## src/rtl/wb_stage_if.sv

```systemverilog
// Memory-stage to write-back handoff: valid/ready handshake plus the completed-instruction payload.
interface wb_stage_if;
   logic        inValid;
   logic        inReady;
   logic        inRegWrite;
   logic        inMemToReg;
   logic [1:0]  inLoadSize;
   logic        inLoadSigned;
   logic [1:0]  inByteOffset;
   logic [31:0] inAluResult;
   logic [31:0] inMemData;
   logic [4:0]  inDestReg;

   modport master (
      output inValid, inRegWrite, inMemToReg, inLoadSize, inLoadSigned,
             inByteOffset, inAluResult, inMemData, inDestReg,
      input  inReady
   );

   modport slave (
      input  inValid, inRegWrite, inMemToReg, inLoadSize, inLoadSigned,
             inByteOffset, inAluResult, inMemData, inDestReg,
      output inReady
   );
endinterface

```

## src/rtl/wb_stage.sv

```systemverilog
// MIPS write-back stage: formats load/ALU results into a 2-entry skid FIFO and retires one register write per cycle.
// Optional macro WB_FORWARD_EN adds fwdValid/fwdReg/fwdData describing the youngest buffered register write.
module wb_stage #(
   parameter int unsigned CNT_W         = 32,
   parameter bit          ZERO_SUPPRESS = 1'b1
) (
   input  logic             clk,
   input  logic             resetN,
   wb_stage_if.slave        inBus,
   input  logic             wbHold,
   output logic             regWrite,
   output logic [4:0]       writeRegister,
   output logic [31:0]      writeData,
   output logic [CNT_W-1:0] retireCount,
   output logic             empty
`ifdef WB_FORWARD_EN
   ,
   output logic             fwdValid,
   output logic [4:0]       fwdReg,
   output logic [31:0]      fwdData
`endif
);

   localparam int unsigned DATA_W = 32;
   localparam int unsigned REG_W  = 5;

   typedef struct packed {
      logic              wr;
      logic [REG_W-1:0]  dest;
      logic [DATA_W-1:0] data;
   } entry_t;

   entry_t     entries [2];
   entry_t     newEntry;
   entry_t     headEntry;
   logic [1:0] count;
   logic       headPtr;
   logic       tailPtr;
   logic       push;
   logic       pop;
   logic [7:0]        loadByte;
   logic [15:0]       loadHalf;
   logic [DATA_W-1:0] loadVal;

   // Lane select and extension of the incoming result, so only formatted data is buffered
   always_comb begin
      loadByte = 8'(inBus.inMemData >> {inBus.inByteOffset, 3'b000});
      loadHalf = inBus.inByteOffset[1] ? inBus.inMemData[31:16] : inBus.inMemData[15:0];
      case (inBus.inLoadSize)
         2'b01:   loadVal = {{16{inBus.inLoadSigned & loadHalf[15]}}, loadHalf};
         2'b10:   loadVal = {{24{inBus.inLoadSigned & loadByte[7]}}, loadByte};
         default: loadVal = inBus.inMemData;
      endcase
      newEntry.wr   = inBus.inRegWrite;
      newEntry.dest = inBus.inDestReg;
      newEntry.data = inBus.inMemToReg ? loadVal : inBus.inAluResult;
   end

   assign inBus.inReady = resetN & (count < 2'd2);
   assign push          = inBus.inValid & inBus.inReady;
   assign pop           = (count != 2'd0) & ~wbHold;

   always_ff @(posedge clk or negedge resetN) begin
      if (!resetN) begin
         count       <= 2'd0;
         headPtr     <= 1'b0;
         tailPtr     <= 1'b0;
         retireCount <= '0;
         for (int i = 0; i < 2; i++) entries[i] <= '0;
      end else begin
         if (push) begin
            entries[tailPtr] <= newEntry;
            tailPtr          <= ~tailPtr;
         end
         if (pop) begin
            headPtr     <= ~headPtr;
            retireCount <= retireCount + CNT_W'(1);
         end
         count <= count + 2'(push) - 2'(pop);
      end
   end

   // Head drive; dest 0 writes still retire but never reach the register file when suppressed
   always_comb begin
      headEntry     = entries[headPtr];
      empty         = (count == 2'd0);
      writeRegister = empty ? '0 : headEntry.dest;
      writeData     = empty ? '0 : headEntry.data;
      regWrite      = ~empty & headEntry.wr & ~wbHold &
                      ~(ZERO_SUPPRESS & (headEntry.dest == '0));
   end

`ifdef WB_FORWARD_EN
   entry_t youngEntry;
   entry_t oldEntry;

   // Youngest entry sits just behind the tail; the older one is only live when full
   always_comb begin
      youngEntry = entries[~tailPtr];
      oldEntry   = entries[tailPtr];
      fwdValid   = 1'b0;
      fwdReg     = '0;
      fwdData    = '0;
      if ((count != 2'd0) && youngEntry.wr && (youngEntry.dest != '0)) begin
         fwdValid = 1'b1;
         fwdReg   = youngEntry.dest;
         fwdData  = youngEntry.data;
      end else if ((count == 2'd2) && oldEntry.wr && (oldEntry.dest != '0)) begin
         fwdValid = 1'b1;
         fwdReg   = oldEntry.dest;
         fwdData  = oldEntry.data;
      end
   end
`endif

endmodule

```

## src/flat_wrapper.sv

```systemverilog
// flat-port wrapper written by rule: the top's interface ports become plain ports
module wb_stage_flat 
#(
   parameter int unsigned CNT_W         = 32,
   parameter bit          ZERO_SUPPRESS = 1'b1
)
  (clk, resetN, wbHold, regWrite, writeRegister, writeData, retireCount, empty, inBus_inValid, inBus_inRegWrite, inBus_inMemToReg, inBus_inLoadSize, inBus_inLoadSigned, inBus_inByteOffset, inBus_inAluResult, inBus_inMemData, inBus_inDestReg, inBus_inReady);
  wb_stage_if inBus_i ();
  input  logic clk;
  input  logic resetN;
  input  logic wbHold;
  output logic regWrite;
  output logic [4:0] writeRegister;
  output logic [31:0] writeData;
  output logic [CNT_W-1:0] retireCount;
  output logic empty;
  input wire logic [$bits(inBus_i.inValid)-1:0] inBus_inValid;
  input wire logic [$bits(inBus_i.inRegWrite)-1:0] inBus_inRegWrite;
  input wire logic [$bits(inBus_i.inMemToReg)-1:0] inBus_inMemToReg;
  input wire logic [$bits(inBus_i.inLoadSize)-1:0] inBus_inLoadSize;
  input wire logic [$bits(inBus_i.inLoadSigned)-1:0] inBus_inLoadSigned;
  input wire logic [$bits(inBus_i.inByteOffset)-1:0] inBus_inByteOffset;
  input wire logic [$bits(inBus_i.inAluResult)-1:0] inBus_inAluResult;
  input wire logic [$bits(inBus_i.inMemData)-1:0] inBus_inMemData;
  input wire logic [$bits(inBus_i.inDestReg)-1:0] inBus_inDestReg;
  output wire logic [$bits(inBus_i.inReady)-1:0] inBus_inReady;
  assign inBus_i.inValid = inBus_inValid;
  assign inBus_i.inRegWrite = inBus_inRegWrite;
  assign inBus_i.inMemToReg = inBus_inMemToReg;
  assign inBus_i.inLoadSize = inBus_inLoadSize;
  assign inBus_i.inLoadSigned = inBus_inLoadSigned;
  assign inBus_i.inByteOffset = inBus_inByteOffset;
  assign inBus_i.inAluResult = inBus_inAluResult;
  assign inBus_i.inMemData = inBus_inMemData;
  assign inBus_i.inDestReg = inBus_inDestReg;
  assign inBus_inReady = inBus_i.inReady;
  wb_stage #(.CNT_W(CNT_W), .ZERO_SUPPRESS(ZERO_SUPPRESS)) u_core (.clk(clk), .resetN(resetN), .inBus(inBus_i), .wbHold(wbHold), .regWrite(regWrite), .writeRegister(writeRegister), .writeData(writeData), .retireCount(retireCount), .empty(empty));
endmodule
```

## config.mk

```make
export PLATFORM = sky130hd
export DESIGN_NAME = wb_stage_flat
export DESIGN_NICKNAME = d
export VERILOG_FILES = /design/src/rtl/wb_stage_if.sv /design/src/rtl/wb_stage.sv /design/src/flat_wrapper.sv
export SDC_FILE = /design/constraint.sdc
export NUM_CORES = 1
export LEC_CHECK = 0
export BUFFER_PORTS_ARGS = -buffer_cell sky130_fd_sc_hd__buf_4
export CAP_MARGIN = 20
export CORE_MARGIN = 5
export CORE_UTILIZATION = 45
export CTS_CLUSTER_DIAMETER = 200
export CTS_CLUSTER_SIZE = 12
export DETAILED_ROUTE_END_ITERATION = 16
export PLACE_DENSITY = 0.7
export SYNTH_ARGS = -nofsm -noshare
export SYNTH_HDL_FRONTEND = slang
export SYNTH_SLANG_ARGS = --single-unit
```

## constraint.sdc

```tcl
create_clock -name clk -period 2.1 [get_ports clk]
set_input_delay 0 -clock clk [delete_from_list [all_inputs] [get_ports clk]]
set_output_delay 0 -clock clk [all_outputs]
set_load 0.005 [all_outputs]
```

-- Word-level counts from Yosys, hierarchy flattened
Index checks and enable logic that the tools add are counted.
W data, S select, Z words.
- add/sub/neg operators: 3
- multiply operators: 0
- div/mod/pow operators: 0
- $lt $le $gt $ge: 4
- equal/unequal tests: 2
- shift operators: 1
- muxes and demuxes: 11
- bitwise logic cells: 15
- reduce and logical (&&, ||, !) cells: 4
- operators by type and width (cell ; count):
    $mux W38 ; 4
    $bwmux W76 ; 1
    $mux W32 ; 2
    $pmux W32 S2 ; 1
    $demux W38 S1 ; 1
    $add A32 B1 Y32 const B ; 1
    $shr A32 B5 Y8 ; 1
    $mux W16 ; 1
    $and A1 B1 Y1 ; 8
    $logic_not A5 Y1 ; 1
    $mux W5 ; 1
    $not A1 Y1 ; 5
    $ge A2 B2 Y1 const B ; 2
    $not A1 Y2 ; 2
    $add A2 B1 Y2 ; 1
    $eq A2 B1 Y1 const B ; 1
    $eq A2 B2 Y1 const B ; 1
    $logic_not A2 Y1 ; 1
    $lt A2 B1 Y1 const B ; 1
    $lt A2 B2 Y1 const B ; 1
    $reduce_bool A2 Y1 ; 1
    $sub A2 B1 Y2 ; 1
    $logic_and A1 B1 Y1 ; 1
- bits in registers: 112
- bits in latches: 0
- RAM bits: 0
- bits in read-only memories: 0
- output and inout bits: 72
- logic and storage cells: 50
- memories kept: 0

-- Longest topological paths before layout
- word-level depth: 7
- depth in mapped cells: 9
- mapped depth without buffers: 7

-- Worst setup path after synthesis
Ideal clock, no wire load.
- path type: register -> register
- from: register u_core.retireCount[8]
- to: register u_core.retireCount[25]
- library setup time: 0.123 ns
- arrival time: 1.695 ns
- setup slack: 0.282 ns
- cell stages (with the launch flop): 6
- buffers on the path: 0
- period minus slack after synthesis: 1.818 ns
- cell sequence: dfrtp_1 > nand4_2 > or4_4 > nor3b_4 > nand3_1 > xnor2_1
- cells in the longest elaborated chain, start to end: 1
- RTL lines (what ; RTL line ; RTL):
    start: declaration ; wb_stage.sv:14 ; output logic [CNT_W-1:0] retireCount,
    start signal: assignment ; wb_stage.sv:77 ; retireCount <= retireCount + CNT_W'(1);
    $add A32 B1 Y32 ; wb_stage.sv:77 ;
No other way between the ends.
A chain may end at the register's enable or synchronous reset.

-- Final worst setup path
- from: register u_core.retireCount[9]
- to: register u_core.retireCount[27]
Same word-level chain as after synthesis.

==> summary.md <==
| Metric | Value |
|---|---|
| Req. time, crit path | `2.34 ns` |
| Worst setup SP type | `flop` |
| Sink Count | `between 100 and 150` |
| Initial Util | `0.454` |
| Largest net degree at the start of global routing | `73` |
| Critical path's slowest cell | `or4_4` |
| Grt ovf | `0` |
| Fin crit period | `1.96 ns` |
| WP buf/inv | `0` |
| RSZ-0062 raised after global routing | `no` |
| Max Cap Violations | `0` |
| Vias | `5353` |
| Worst Hold Endpoint | `u_core.entries[48]` |
| CTS H-tree lvls | `3` |
| Initial antenna violation count | `0` |
| Vias in the first global route | `about 5500` |
| Antenna-violating nets left | `0` |
| CTS root buffer | `clkbuf_16` |
| Worst R2R Path Depth | `5` |
| Slowest Stage Delay on Critical Path | `0.62 ns` |
| Final setup TNS | `0 ns` |
| Post-Syn Nets | `736` |
| Diode count | `0` |
| # rows | `42` |
| Seq cells post-synth | `around 110` |
| Max frequency | `511 MHz` |
| Worst Setup End Kind | `flop` |
| Ports | `152` |
| Area of the multi-input gates | `2950 µm²` |
| Power, Total | `8.93 mW` |
| Die H | `125 µm` |
| Setup-failing EPs final | `0` |
| Clock-pin transition on the worst setup and hold timing paths | `0.07 ns` |
| Die width | `around 120 µm` |
| Commonest non-fill, non-tap cell in the layout | `buf_4` |
| Share of layout cells above drive strength 1 | `0.246` |
| Port Buffer Count | `~150` |
| Syn Std Cell Area | `slightly below 6000 µm²` |
| R2r setup slk | `~0.14 ns` |
| Final Max Slew Viols | `0` |
| FF-to-FF End | `u_core.retireCount[27]` |
| TritonCTS clock tree | `built` |
| CP Max Fanout | `5` |
| Hold Path Stages | `3` |
| Worst Hold Class | `primary input to flop` |
| Sequential element share of the synthesized area | `0.472` |
| Worst IR drop on VDD | `around 0.57 mV` |
| Status | `finished, final reports clean` |
| Global-route wire length before repair | `27600 µm` |
| Fin nets | `between 900 and 1000` |
| Register area | `2810 µm²` |
| Crit path arrival time | `between 2 and 2.5 ns` |
| Post-synth cell types | `40` |
| Leakage | `3.80 nW` |
| Detailed Route WL | `roughly 16000 µm` |
| Most frequent cells in the layout | `172 x buf_4, 110 x dfrtp_1, 107 x nand2_1` |
| DRC | `0` |
| Worst r2r src | `u_core.retireCount[9]` |
| FILL cells | `1121` |
| Clock Skew | `0.0105 ns` |
| Max-slew headroom | `0.402` |
| Synthesized instance count | `651` |
| Final GP Congestion | `0.895` |
| Initial DRC count | `284` |
| HP Start | `inBus_inAluResult[10]` |
| Routed WL per cell | `16.5 µm` |
| Pwr Density | `1140 nW/µm²` |
| Placeable Area | `~13000 µm²` |
| Syn. warnings | `0` |
| Synth-to-layout area growth | `32.5%` |
| Vias per inst | `5.35` |
| Final period util | `0.931` |
| HPWL after DPL | `12100 µm` |
| Final hold vios | `0` |
| Area of the die | `approximately 16000 µm²` |
| Global-route usage over all layers | `0.215` |
| Worst-path cell chain | `nand4_2, or4_4, nor3b_4, nand3_1, xnor2_1` |
| Cell family with most CP delay | `simple AND/OR/NAND/NOR gates` |
| Slew of the pin with the lowest slew margin | `between 0.8 and 0.9 ns` |
| Pre-Repair DR Iteration Count | `5` |
| CP Class | `flop to flop` |
| Final Util | `0.601` |
| Maximum clock insertion buffer count | `2` |
| Clk_lat worst skew | `0.35 ns` |
| Num CTS Buffers | `9` |
| Mean Syn Cell Area | `about 9 µm²` |
-- layout make-up --
type                            count  share of cell area
Multi-Input combinational cell    489               0.375
Sequential cell                   112               0.356
Timing Repair Buffer              198               0.201
Clock buffer                        9              0.0286
Tap cell                          176              0.0280
Clock inverter                      7             0.00684
Inverter                            9             0.00429
-- worst reg2reg max path: stages (launching register included) --
cell and delay (ns):
dfrtp_1 0.45, nand4_2 0.19, or4_4 0.62, nor3b_4 0.32, nand3_1 0.14, xnor2_1 0.13
-- routing by layer --
metal  part of all wire  wire, µm  vias up  track usage
met4              0.022       364        0       0.0784
met1               0.45      7410     2513        0.298
met2               0.46      7540      213        0.337
li1                   -         -     2604            -
met3              0.070      1160       23       0.0420
met5                  0         0        -            0
-- sequential cells by signal, indices dropped and copies added, names as in the netlist --
| register | cells |
|---|---|
| u_core.entries | 76 |
| u_core.headPtr | 1 |
| u_core.count | 2 |
| u_core.tailPtr | 1 |
| u_core.retireCount | 32 |
-- report_power, final --
part           switching [mW]  total, mW  internal (mW)
logic                    1.80       3.73           1.92
registers               0.601       3.59           2.98
clock network           0.803       1.62          0.814
-- logic make-up (layout without fill, tap and decap cells) --
group	count (synthesis)	in the layout	synth area share
muxes	40	40	0.0681
AOI/OAI and AO/OA	134	134	0.144
buffers and inverters	50	223	0.0329
adders and majority gates	5	5	0.0105
and+or+nand+nor	276	276	0.222
DFF	112	112	0.472
xor gates and xnor gates	34	34	0.0502
-- cells in the mapped netlist, drive strengths merged --
cell     number  area [µm²]
dfrtp       112        2800
nand2       107         402
nor2         73         274
mux2i        37         370
o21ai        37         185
clkbuf       31         116
xnor2        22         193
a21oi        21         105
and2         20         125
nor2b        17         106
nand3b       16         120
o221ai       16         140
a31oi        15        93.8
o22ai        14        87.6
o31ai        14         105
xor2         12         105
buf          10        45.0
nand2b       10        62.6
and3          8        50.1
inv           8        30.0
nand3         8        40.0
o211ai        8        60.1
a2111oi       7        61.3
ha            5        62.6
nand4         5        37.5
nor3          4        25.0
mux2          3        33.8
or4           3        26.3
and4          2        17.5
nor3b         2        26.3
a22oi         1        7.51
clkinv        1        3.75
o21ba         1        10.0
or3           1        6.26
-- how the worst max path moves through the flow --
stage	depth (start not counted)	to	slack [ns]	from
finish	5	u_core.retireCount[27]	0.14	u_core.retireCount[9]
global route	5	u_core.retireCount[27]	0.01	u_core.retireCount[9]
CTS	5	u_core.retireCount[31]	0.13	u_core.retireCount[8]
detailed placement	5	u_core.retireCount[31]	0.15	u_core.retireCount[8]
global placement	9	u_core.entries[49]	0.21	inBus_inLoadSize[0]
floorplan	5	u_core.retireCount[25]	0.28	u_core.retireCount[8]
-- through the flow --
step / area (µm²) / setup WS (ns) / hold slack (ns) / instances
floorplan: 5940 / 0.282 / -0.296 / 651
global placement: 7360 / 0.206 / 0.205 / 961
detailed placement: 7360 / 0.147 / 0.209 / 961
CTS: 7870 / 0.134 / 0.000332 / 1000
global route: 7870 / 0.0104 / 0.0174 / 1000
finish: 7870 / 0.144 / 0.00642 / 1000
-- what timing repair did --
| item | in CTS | in global routing |
|---|---|---|
| endpoints found under the hold margin | 106 | 0 |
| buffers inserted | 0 | 0 |
| hold buffers | 23 | 0 |
| setup endpoints to repair | 0 | 2 |
| resized for setup | 0 | 1 |
No activity file was read; power rests on OpenSTA's default activity.
